==> config.mk <==
export PLATFORM = sky130hd
export DESIGN_NAME = regfile_wr_arbiter_flat
export DESIGN_NICKNAME = d
export VERILOG_FILES = /design/src/rtl/regfile_wr_arbiter_if.sv /design/src/rtl/regfile_wr_arbiter.sv /design/src/flat_wrapper.sv
export SDC_FILE = /design/constraint.sdc
export NUM_CORES = 1
export LEC_CHECK = 0
export CAP_MARGIN = 20
export CORE_MARGIN = 1
export CORE_UTILIZATION = 41
export DETAILED_ROUTE_END_ITERATION = 8
export GPL_ROUTABILITY_DRIVEN = 0
export PLACE_DENSITY_LB_ADDON = 0.3
export SYNTH_ARGS = -nofsm -noshare
export SYNTH_HDL_FRONTEND = slang
export SYNTH_SLANG_ARGS = --single-unit
==> constraint.sdc <==
create_clock -name clk -period 1.9 [get_ports clk]
set_input_delay 0.475 -clock clk [delete_from_list [all_inputs] [get_ports clk]]
set_output_delay 0.475 -clock clk [all_outputs]
set_load 0.005 [all_outputs]
==> src/rtl/regfile_wr_arbiter_if.sv <==
// ============================================================================
// Module      : regfile_wr_arbiter_if
// Description : Bundle of requester handshakes, register-file write port and
//               contention counter shared by the writeback arbiter.
// Revision    : 1.0  initial release
// ============================================================================
`default_nettype none

interface regfile_wr_arbiter_if #(
  parameter int DATA_WIDTH = 32,
  parameter int ADDR_WIDTH = 5,
  parameter int CNT_WIDTH  = 16
);
  // Requester A (ALU writeback)
  logic                  a_valid;
  logic                  a_ready;
  logic [ADDR_WIDTH-1:0] a_reg;
  logic [DATA_WIDTH-1:0] a_data;
  // Requester B (load-unit writeback)
  logic                  b_valid;
  logic                  b_ready;
  logic [ADDR_WIDTH-1:0] b_reg;
  logic [DATA_WIDTH-1:0] b_data;
  // Register-file write port
  logic                  wr_en;
  logic [ADDR_WIDTH-1:0] wr_reg;
  logic [DATA_WIDTH-1:0] wr_data;
  // Performance monitor
  logic [CNT_WIDTH-1:0]  conflict_cnt;

  // Requester side: drives the requests, observes grants and the port
  modport master (
    output a_valid, a_reg, a_data, b_valid, b_reg, b_data,
    input  a_ready, b_ready, wr_en, wr_reg, wr_data, conflict_cnt
  );

  // Arbiter side
  modport slave (
    input  a_valid, a_reg, a_data, b_valid, b_reg, b_data,
    output a_ready, b_ready, wr_en, wr_reg, wr_data, conflict_cnt
  );
endinterface

`default_nettype wire

==> src/rtl/regfile_wr_arbiter.sv <==
// ============================================================================
// Module      : regfile_wr_arbiter
// Description : Round-robin arbiter sharing the single register-file write
//               port between ALU (A) and load-unit (B) writebacks. The winning
//               write is registered for one cycle; writes to x0 are accepted
//               but never reach the port. Counts contention cycles.
// Revision    : 1.0  initial release
// ============================================================================
`default_nettype none

module regfile_wr_arbiter #(
  parameter int DATA_WIDTH = 32,
  parameter int ADDR_WIDTH = 5,
  parameter int CNT_WIDTH  = 16
) (
  input  wire logic            clk,
  input  wire logic            rst_n,
  regfile_wr_arbiter_if.slave  bus
);

  localparam logic [CNT_WIDTH-1:0] C_CNT_MAX = {CNT_WIDTH{1'b1}};

  // Priority state: 1 when the last transfer went to A. Resetting to 0
  // ("last grant = B") makes A win the first conflict.
  logic                  r_last_a;
  logic                  r_wr_en;
  logic [ADDR_WIDTH-1:0] r_wr_reg;
  logic [DATA_WIDTH-1:0] r_wr_data;
  logic [CNT_WIDTH-1:0]  r_conflict_cnt;

  logic                  w_grant_a;
  logic                  w_grant_b;
  logic                  w_xfer;
  logic                  w_both;
  logic [ADDR_WIDTH-1:0] w_sel_reg;
  logic [DATA_WIDTH-1:0] w_sel_data;

  // Round-robin grant: a lone requester always wins; on contention the
  // requester not granted last time wins.
  always_comb begin
    w_grant_a  = 1'b0;
    w_grant_b  = 1'b0;
    w_sel_reg  = bus.a_reg;
    w_sel_data = bus.a_data;
    if (bus.a_valid && (!bus.b_valid || !r_last_a)) begin
      w_grant_a = 1'b1;
    end else if (bus.b_valid) begin
      w_grant_b  = 1'b1;
      w_sel_reg  = bus.b_reg;
      w_sel_data = bus.b_data;
    end
  end

  assign w_xfer = w_grant_a | w_grant_b;
  assign w_both = bus.a_valid & bus.b_valid;

  // Ready is masked while reset is held so nothing appears accepted then
  assign bus.a_ready = w_grant_a & rst_n;
  assign bus.b_ready = w_grant_b & rst_n;

  // Priority state and registered write stage; x0 writes update priority only
  always_ff @(posedge clk or negedge rst_n) begin
    if (!rst_n) begin
      r_last_a  <= 1'b0;
      r_wr_en   <= 1'b0;
      r_wr_reg  <= '0;
      r_wr_data <= '0;
    end else begin
      if (w_xfer) begin
        r_last_a <= w_grant_a;
      end
      r_wr_en <= w_xfer && (w_sel_reg != '0);
      if (w_xfer && (w_sel_reg != '0)) begin
        r_wr_reg  <= w_sel_reg;
        r_wr_data <= w_sel_data;
      end
    end
  end

  // Saturating count of cycles where both requesters are pending
  always_ff @(posedge clk or negedge rst_n) begin
    if (!rst_n) begin
      r_conflict_cnt <= '0;
    end else if (w_both && (r_conflict_cnt != C_CNT_MAX)) begin
      r_conflict_cnt <= r_conflict_cnt + 1'b1;
    end
  end

  assign bus.wr_en        = r_wr_en;
  assign bus.wr_reg       = r_wr_reg;
  assign bus.wr_data      = r_wr_data;
  assign bus.conflict_cnt = r_conflict_cnt;

endmodule

`default_nettype wire
==> src/flat_wrapper.sv <==
// flat-port wrapper written by rule: the top's interface ports become plain ports
module regfile_wr_arbiter_flat 
#(
  parameter int DATA_WIDTH = 32,
  parameter int ADDR_WIDTH = 5,
  parameter int CNT_WIDTH  = 16
)
  (clk, rst_n, bus_a_valid, bus_a_reg, bus_a_data, bus_b_valid, bus_b_reg, bus_b_data, bus_a_ready, bus_b_ready, bus_wr_en, bus_wr_reg, bus_wr_data, bus_conflict_cnt);
  regfile_wr_arbiter_if #(.DATA_WIDTH(DATA_WIDTH), .ADDR_WIDTH(ADDR_WIDTH), .CNT_WIDTH(CNT_WIDTH)) bus_i ();
  input  wire logic clk;
  input  wire logic rst_n;
  input wire logic [$bits(bus_i.a_valid)-1:0] bus_a_valid;
  input wire logic [$bits(bus_i.a_reg)-1:0] bus_a_reg;
  input wire logic [$bits(bus_i.a_data)-1:0] bus_a_data;
  input wire logic [$bits(bus_i.b_valid)-1:0] bus_b_valid;
  input wire logic [$bits(bus_i.b_reg)-1:0] bus_b_reg;
  input wire logic [$bits(bus_i.b_data)-1:0] bus_b_data;
  output wire logic [$bits(bus_i.a_ready)-1:0] bus_a_ready;
  output wire logic [$bits(bus_i.b_ready)-1:0] bus_b_ready;
  output wire logic [$bits(bus_i.wr_en)-1:0] bus_wr_en;
  output wire logic [$bits(bus_i.wr_reg)-1:0] bus_wr_reg;
  output wire logic [$bits(bus_i.wr_data)-1:0] bus_wr_data;
  output wire logic [$bits(bus_i.conflict_cnt)-1:0] bus_conflict_cnt;
  assign bus_i.a_valid = bus_a_valid;
  assign bus_i.a_reg = bus_a_reg;
  assign bus_i.a_data = bus_a_data;
  assign bus_i.b_valid = bus_b_valid;
  assign bus_i.b_reg = bus_b_reg;
  assign bus_i.b_data = bus_b_data;
  assign bus_a_ready = bus_i.a_ready;
  assign bus_b_ready = bus_i.b_ready;
  assign bus_wr_en = bus_i.wr_en;
  assign bus_wr_reg = bus_i.wr_reg;
  assign bus_wr_data = bus_i.wr_data;
  assign bus_conflict_cnt = bus_i.conflict_cnt;
  regfile_wr_arbiter #(.DATA_WIDTH(DATA_WIDTH), .ADDR_WIDTH(ADDR_WIDTH), .CNT_WIDTH(CNT_WIDTH)) u_core (.clk(clk), .rst_n(rst_n), .bus(bus_i));
endmodule
After elaboration in Yosys (flattened, before gate mapping)
Index checks and enable logic that the tools add are counted.
{"block": "word_totals", "ff_bits": 55, "latchBits": 0, "mem_bits_rw": 0, "rom_bits": 0, "input_bits": 78, "output_inout_bits": 56, "elab_cells": 25, "mem_count": 0}
{"block": "op_classes", "add_sub_neg": 1, "n_mul": 0, "n_div": 0, "n_lt_le_gt_ge": 0, "n_eq_ne": 1, "n_shift": 0, "mux": 7, "n_bitwise": 4, "reduce_logical": 7}
{"operator": "32-bit 2-to-1 mux", "count": 2}
{"operator": "16-bit by 1-bit adder with 16-bit output, second input constant", "count": 1}
{"operator": "16-bit inequality test, second input constant", "count": 1}
{"operator": "5-bit 2-to-1 mux", "count": 2}
{"operator": "5-bit nonzero test", "count": 1}
{"operator": "1-bit AND", "count": 3}
{"operator": "1-bit logical AND", "count": 3}
{"operator": "1-bit 2-to-1 mux", "count": 3}
{"operator": "1-bit zero test", "count": 2}
{"operator": "1-bit logical OR", "count": 1}
{"operator": "1-bit OR", "count": 1}

Longest topological paths before layout
{"block": "logic_depth", "word_depth": 6, "mapped_depth": 6, "ltp_nobuf": 6}

Worst setup path after synthesis
OpenSTA, ideal clock, no wires.
{"block": "synth_path", "path_type": "reg-to-reg", "start": "register u_core.r_conflict_cnt[0] (netlist: u_core.bus.conflict_cnt[0])", "end": "register u_core.r_conflict_cnt[1] (netlist: u_core.bus.conflict_cnt[1])", "setup_ps": 125, "t_arrival_ps": 1683, "slack_ps": 92, "path_stages_with_launch": 6, "n_path_buf": 0, "path_cell_list": "dfrtp_1 ha_1 and4_1 and3b_1 a31oi_4 mux2_2"}
{"block": "synth_between", "elab_chain_len": 2}
{"item": "from (decl)", "line_no": "regfile_wr_arbiter.sv:29", "rtl": "logic [CNT_WIDTH-1:0] r_conflict_cnt;"}
{"item": "from (signal assigned)", "line_no": "regfile_wr_arbiter.sv:85", "rtl": "r_conflict_cnt <= r_conflict_cnt + 1'b1;"}
{"item": "parallel branches: the longest is 2 deep, another holds 16-bit by 1-bit adder with 16-bit output"}
Parallel ways; which one is timed is not known.
A chain may end at the register's enable or synchronous reset.

Worst setup path in the final report
{"block": "layout_path", "start": "input port bus_b_valid", "end": "output port bus_a_ready"}
{"block": "layout_between", "elab_chain_len": 5}
{"item": "from (decl)", "line_no": "flat_wrapper.sv:15", "rtl": "input wire logic [$bits(bus_i.b_valid)-1:0] bus_b_valid;"}
{"item": "1-bit zero test", "line_no": "regfile_wr_arbiter.sv:45", "rtl": "if (bus.a_valid && (!bus.b_valid || !r_last_a)) begin"}
{"item": "1-bit logical OR", "line_no": "regfile_wr_arbiter.sv:45"}
{"item": "1-bit logical AND", "line_no": "regfile_wr_arbiter.sv:45"}
{"item": "1-bit 2-to-1 mux", "line_no": "regfile_wr_arbiter.sv:45"}
{"item": "1-bit AND", "line_no": "regfile_wr_arbiter.sv:58", "rtl": "assign bus.a_ready = w_grant_a & rst_n;"}
{"item": "to (decl)", "line_no": "flat_wrapper.sv:18", "rtl": "output wire logic [$bits(bus_i.a_ready)-1:0] bus_a_ready;"}
No other way between the ends.

==> run metrics <==
status complete, but fails checks; failing checks DRC; VDD IR-drop max 0.649 mV; Worst-Margin Slew 0.696 ns; DPL Wire Length roughly 5.6 mm; # DRC 14; Avg Cell Area, Syn 10.8 um^2; post-synthesis xor/xnor area fraction between 3 and 4%; Slew Limit Headroom around 54%; number of port buffers 133; yosys warns 0; worst hold slack approximately 0.36 ns; largest family of logic cells by synthesized area compound AO/OA/AOI/OAI gates; Iteration-0 DRC Markers 130; Final ANT Viol Nets 0; total congestion overflow 0; Synth Area in Compound Gates between 10% and 20%; core area between 0.006 and 0.007 mm^2; Clock Latency Late Sink about 0.3 ns; skew final ~0.0054 ns; Final setup viols 0; CTS Buffer Depth 2; worst-path fanout max 3; Storage cell area about 0.0014 mm^2; vias in the first global route around 2600; Critical Path End Type output pin; Chip Width ~85 um; Final Max Slew Viols 0; period utilisation layout a little over nine tenths; Die ar. between 0.007 and 0.008 mm^2; post-synth cell types 38; clk slew on worst S/H paths approximately 0.090 ns; Final Cell Area approximately 0.0047 mm^2; required time of the worst setup path around 1.4 ns; Cells after Synth 260; clk root buf clkbuf_8; mux cell area share after synthesis 13.6%; RSZ-0062 raised after global routing no; Site Rows 29; htree depth 2; DR WL met2 3.83 mm; layout cells sized above 1 around a fifth; n_diodes 0; arrival time at the worst endpoint about 1.4 ns; Max Fclk approximately 530 MHz; total power per unit cell area roughly 700 mW/mm^2; TNS Setup 0 ns; M1 wire length about 3.1 mm; DR WL met3 around 760 um; die span in y around 85 um; Final Net Count 499; sequential fraction of the synthesis area approximately 49%; Post-Syn Area approximately 0.0028 mm^2; Detailed Routing Iterations Pass 1 7; Setup CP Type primary input to output pin; first-pass GRT wire length 12.4 mm; Leakage approximately 2.1 nW; antenna violations before repair 0; IO Count 134; Final Hold Vio Count 0; Multi-input gate area 0.00137 mm^2; Max-Cap Viols 0; worst setup margin about 0.027 ns; Post-Route WL between 7 and 8 mm; Initial Util a little over two fifths; pre-CTS WS -0.478 ns; syn_nets 339; fill count between 400 and 500; CTS Hold Bufs 0; Clock Sink Count 55; Post-Synth Simple-Gate Area 9.91%; vias after detailed routing 2657; CTS Buf Count 5; drt wl/cell about 16 um; GRT Total Usage 21.6%; Startpoint Class primary input; min Tclk post-route roughly 1.9 ns; CTS tree yes; largest net degree at the start of global routing 56; top routing layer in use met4; synthesis-to-finish area growth 66.3%; Post-DP Area approximately 0.0043 mm^2; flops & latches, synth 55; max reg flops 32; adder and majority gate portion of the synthesized area less than 1%; vias per inst between 5 and 6; worst hold-check path type primary input to async pin
==> cell families (layout without fill, tap and decap cells) <==
group	after synthesis	after routing
simple gates	50	50
mux	38	38
compound gates	86	86
flops	55	55
xor+xnor	12	12
buf+inv	18	178
fa+ha+maj	1	1
==> worst paths after layout <==
| kind | from | to | slack (ns) | cells after the start |
|---|---|---|---|---|
| worst max-delay path | bus_b_valid | bus_a_ready | 0.03 | 5 |
| worst min-delay path | rst_n | u_core.bus.wr_reg[3] | 0.36 | 2 |
| worst max register to register | u_core.bus.conflict_cnt[0] | u_core.bus.conflict_cnt[4] | 0.08 | 6 |
| worst min register to register | u_core.bus.conflict_cnt[14] | u_core.bus.conflict_cnt[14] | 0.49 | 1 |
| max in group asynchronous | rst_n | u_core.bus.conflict_cnt[8] | 1.09 | 2 |
| min in group clk | u_core.bus.conflict_cnt[14] | u_core.bus.conflict_cnt[14] | 0.49 | 1 |
==> cell usage after synthesis, drive strengths merged <==
library cell / count / share of area, %
o21ai: 68 / 13
dfrtp: 55 / 49
mux2i: 37 / 13
nand2: 15 / 2.3
buf: 11 / 3.0
xnor2: 8 / 2.5
and3: 6 / 1.3
nand3: 6 / 1.1
nor2: 6 / 0.80
a21oi: 5 / 0.89
a31o: 4 / 1.2
clkbuf: 4 / 0.54
nand4: 4 / 0.89
xor2: 4 / 1.2
and4: 3 / 0.94
inv: 3 / 0.40
or3: 3 / 0.67
a21o: 2 / 0.54
a31oi: 2 / 0.98
or2: 2 / 0.54
a21boi: 1 / 0.27
a221oi: 1 / 0.94
a22o: 1 / 0.31
and2b: 1 / 0.27
and3b: 1 / 0.31
ha: 1 / 0.45
mux2: 1 / 0.40
nand2b: 1 / 0.31
nor3b: 1 / 0.27
nor4: 1 / 0.22
o211ai: 1 / 0.45
o21a: 1 / 0.27
==> power by group <==
| group | total, W | internal (W) | leakage (nW) | switching [W] |
|---|---|---|---|---|
| Combinational | 0.00111 | 0.000715 | 1.38 | 0.000396 |
| Clock | 0.000742 | 0.000387 | 0.0513 | 0.000355 |
| Sequential | 0.00145 | 0.00133 | 0.679 | 0.000120 |
| Total | 0.00331 | 0.00244 | 2.11 | 0.000871 |
==> area by class of cell <==
class	count	share of cell area (%)
Multi-Input combinational cell	187	29.4
Tap cell	77	2.07
Clock buffer	6	1.56
Sequential cell	55	29.5
Timing Repair Buffer	168	36.6
Clock inverter	1	0.644
Inverter	3	0.242
==> cells in the final DEF (no fill, tap or decap), types with 6 or more instances in the layout <==
cell	netlist	layout
o21ai_2	9	18
nand2_1	14	14
and3_1	6	6
nand3_1	6	6
buf_4	0	23
dfrtp_1	55	55
xnor2_1	8	8
clkdlybuf4s50_1	0	120
o21ai_0	59	47
mux2i_1	37	37
==> critical path: stages <==
cell,delay (ns)
dlygate4sd2_1,0.24
buf_6,0.12
buf_4,0.13
a21oi_1,0.18
dlygate4sd2_1,0.26
==> timing repair <==
| item | CTS | global route |
|---|---|---|
| buffers inserted | 8 | 1 |
| gates resized for setup | 37 | 15 |
| endpoints found under the setup margin | 39 | 36 |
| pin swaps | 6 | 8 |
| cloned | 2 | 0 |
==> per-layer routing <==
metal  up-vias  track usage, %
li1       1261               -
met1      1290            27.0
met2        99            38.2
met3         7            5.80
met4         0            3.54
met5         -               0
==> stage by stage <==
stage,instances,total power [W],utilization [%]
2_1_floorplan,260,0.00182,-
3_3_place_gp,479,0.00248,67.3
3_5_place_dp,479,0.00251,67.3
4_1_cts,496,0.00332,71.9
5_1_grt,497,0.00349,72.2
6_report,497,0.00331,72.2
(Power assumes the default switching activity.)
==> edit: new RTL, same settings <==
`CNT_WIDTH` is set to 16 in 3 places; all go to 32.
--- a/src/rtl/regfile_wr_arbiter_if.sv
+++ b/src/rtl/regfile_wr_arbiter_if.sv
@@ -10,5 +10,5 @@
   parameter int DATA_WIDTH = 32,
   parameter int ADDR_WIDTH = 5,
-  parameter int CNT_WIDTH  = 16
+  parameter int CNT_WIDTH  = 32
 );
   // Requester A (ALU writeback)
--- a/src/rtl/regfile_wr_arbiter.sv
+++ b/src/rtl/regfile_wr_arbiter.sv
@@ -12,5 +12,5 @@
   parameter int DATA_WIDTH = 32,
   parameter int ADDR_WIDTH = 5,
-  parameter int CNT_WIDTH  = 16
+  parameter int CNT_WIDTH  = 32
 ) (
   input  wire logic            clk,
--- a/src/flat_wrapper.sv
+++ b/src/flat_wrapper.sv
@@ -4,5 +4,5 @@
   parameter int DATA_WIDTH = 32,
   parameter int ADDR_WIDTH = 5,
-  parameter int CNT_WIDTH  = 16
+  parameter int CNT_WIDTH  = 32
 )
   (clk, rst_n, bus_a_valid, bus_a_reg, bus_a_data, bus_b_valid, bus_b_reg, bus_b_data, bus_a_ready, bus_b_ready, bus_wr_en, bus_wr_reg, bus_wr_data, bus_conflict_cnt);
Interface: changed (resized bus_conflict_cnt); port bits go from 134 to 150. The function was not compared with the original's and may differ.
==> edit against the original RTL <==
Power is 29% higher. Combinational power grew 14%. Routed wire length is 22% higher. Sequential cell count grew 16. Worst setup slack worse by 0.0064 ns. Maximum frequency down 0.34%. Cell count is 25% higher. Synthesized area up 23%. Design area increased by 21%. Highest routed layer unchanged.
==> edit: results (changes against the original RTL) <==
outcome=finished, final reports clean; Synth area leaders=dfrtp_1, mux2i_1, a21oi_1, xnor2_1, nor2_1; count of input and output buffers=149 (+12%); post-synthesis sequential area ratio=51.5% (+2.4 points); post-synth cell types=41 (+7.9%); share of cells above drive strength 1=18.1% (-1.2 points); average wire per standard cell=15.3 um (-1.9%); worst vdd ir=0.649 mV (about the same); total CTS buffers=9 (+4); Synthesized Nets=399 (+18%); Fill cells=643 (+30%); dpl hpwl=6880 um (+22%); mux cell area share after synthesis=11.4% (-2.2 points); setup clock skew after layout=0.00904 ns (+0.00359 ns); gr usage total=20.8% (-0.77 points); worst-margin pin slew=0.493 ns (-0.203 ns); Clock Latency Late Sink=0.33 ns (+0.03 ns); Setup WS pre-CTS=-0.432 ns (+0.0463 ns); leakage power=0.00253 uW (+20%); post-synthesis adder-cell area fraction=0.363% (-0.084 points); vias in the first global route=3016 (+17%); post-CTS setup buffer count=1 (-7); Worst Path Max Fanout=21 (+18); Synth Area in Compound Gates=7.00% (-12 points); Post-CTS Resized=9 (-76%); synthesized area per cell=10.8 um^2 (about the same)
## edit: metal layers
layer / vias to the layer above / share of wire [%] / global-route usage [%]
li1: 1511 / - / -
met1: 1511 / 41 / 24.8
met2: 134 / 50 / 36.9
met3: 11 / 7.8 / 4.37
met4: 0 / 1.3 / 7.56
met5: - / 0 / 0
## edit: worst paths after layout
check	depth (start not counted)	slack [ns]	endpoint
hold reg to reg	1	0.50	u_core.bus.conflict_cnt[11]$_DFFE_PN0P_
setup / recovery	7	0.02	u_core.bus.wr_data[7]$_DFFE_PN0P_
setup reg to reg	6	0.09	u_core.bus.conflict_cnt[10]$_DFFE_PN0P_
min in group clk	1	0.50	u_core.bus.conflict_cnt[11]$_DFFE_PN0P_
max in group asynchronous	3	0.85	u_core.bus.conflict_cnt[12]$_DFFE_PN0P_
hold / removal	2	0.20	u_core.bus.wr_data[29]$_DFFE_PN0P_
## edit: power breakdown
group	internal (uW)	switching [uW]
combinational	790	473
clock	637	537
sequential	1710	120
total	3140	1130
## edit: final cells by class
| type | instances | area, um^2 | share of cell area, % |
|---|---|---|---|
| Timing Repair Buffer | 192 | 1880 | 33.4 |
| Inverter | 3 | 11.3 | 0.200 |
| Tap cell | 105 | 131 | 2.33 |
| Clock inverter | 4 | 45.0 | 0.799 |
| Multi-Input combinational cell | 232 | 1650 | 29.2 |
| Sequential cell | 71 | 1780 | 31.5 |
| Clock buffer | 12 | 145 | 2.58 |
## edit: worst max-delay path, cell delays in order
cell and delay, ns:
clkdlybuf4s50_1 0.43, or4_4 0.56, o21ai_4 0.16, o21ai_4 0.13, buf_12 0.18, nor2_1 0.10, a21oi_1 0.05
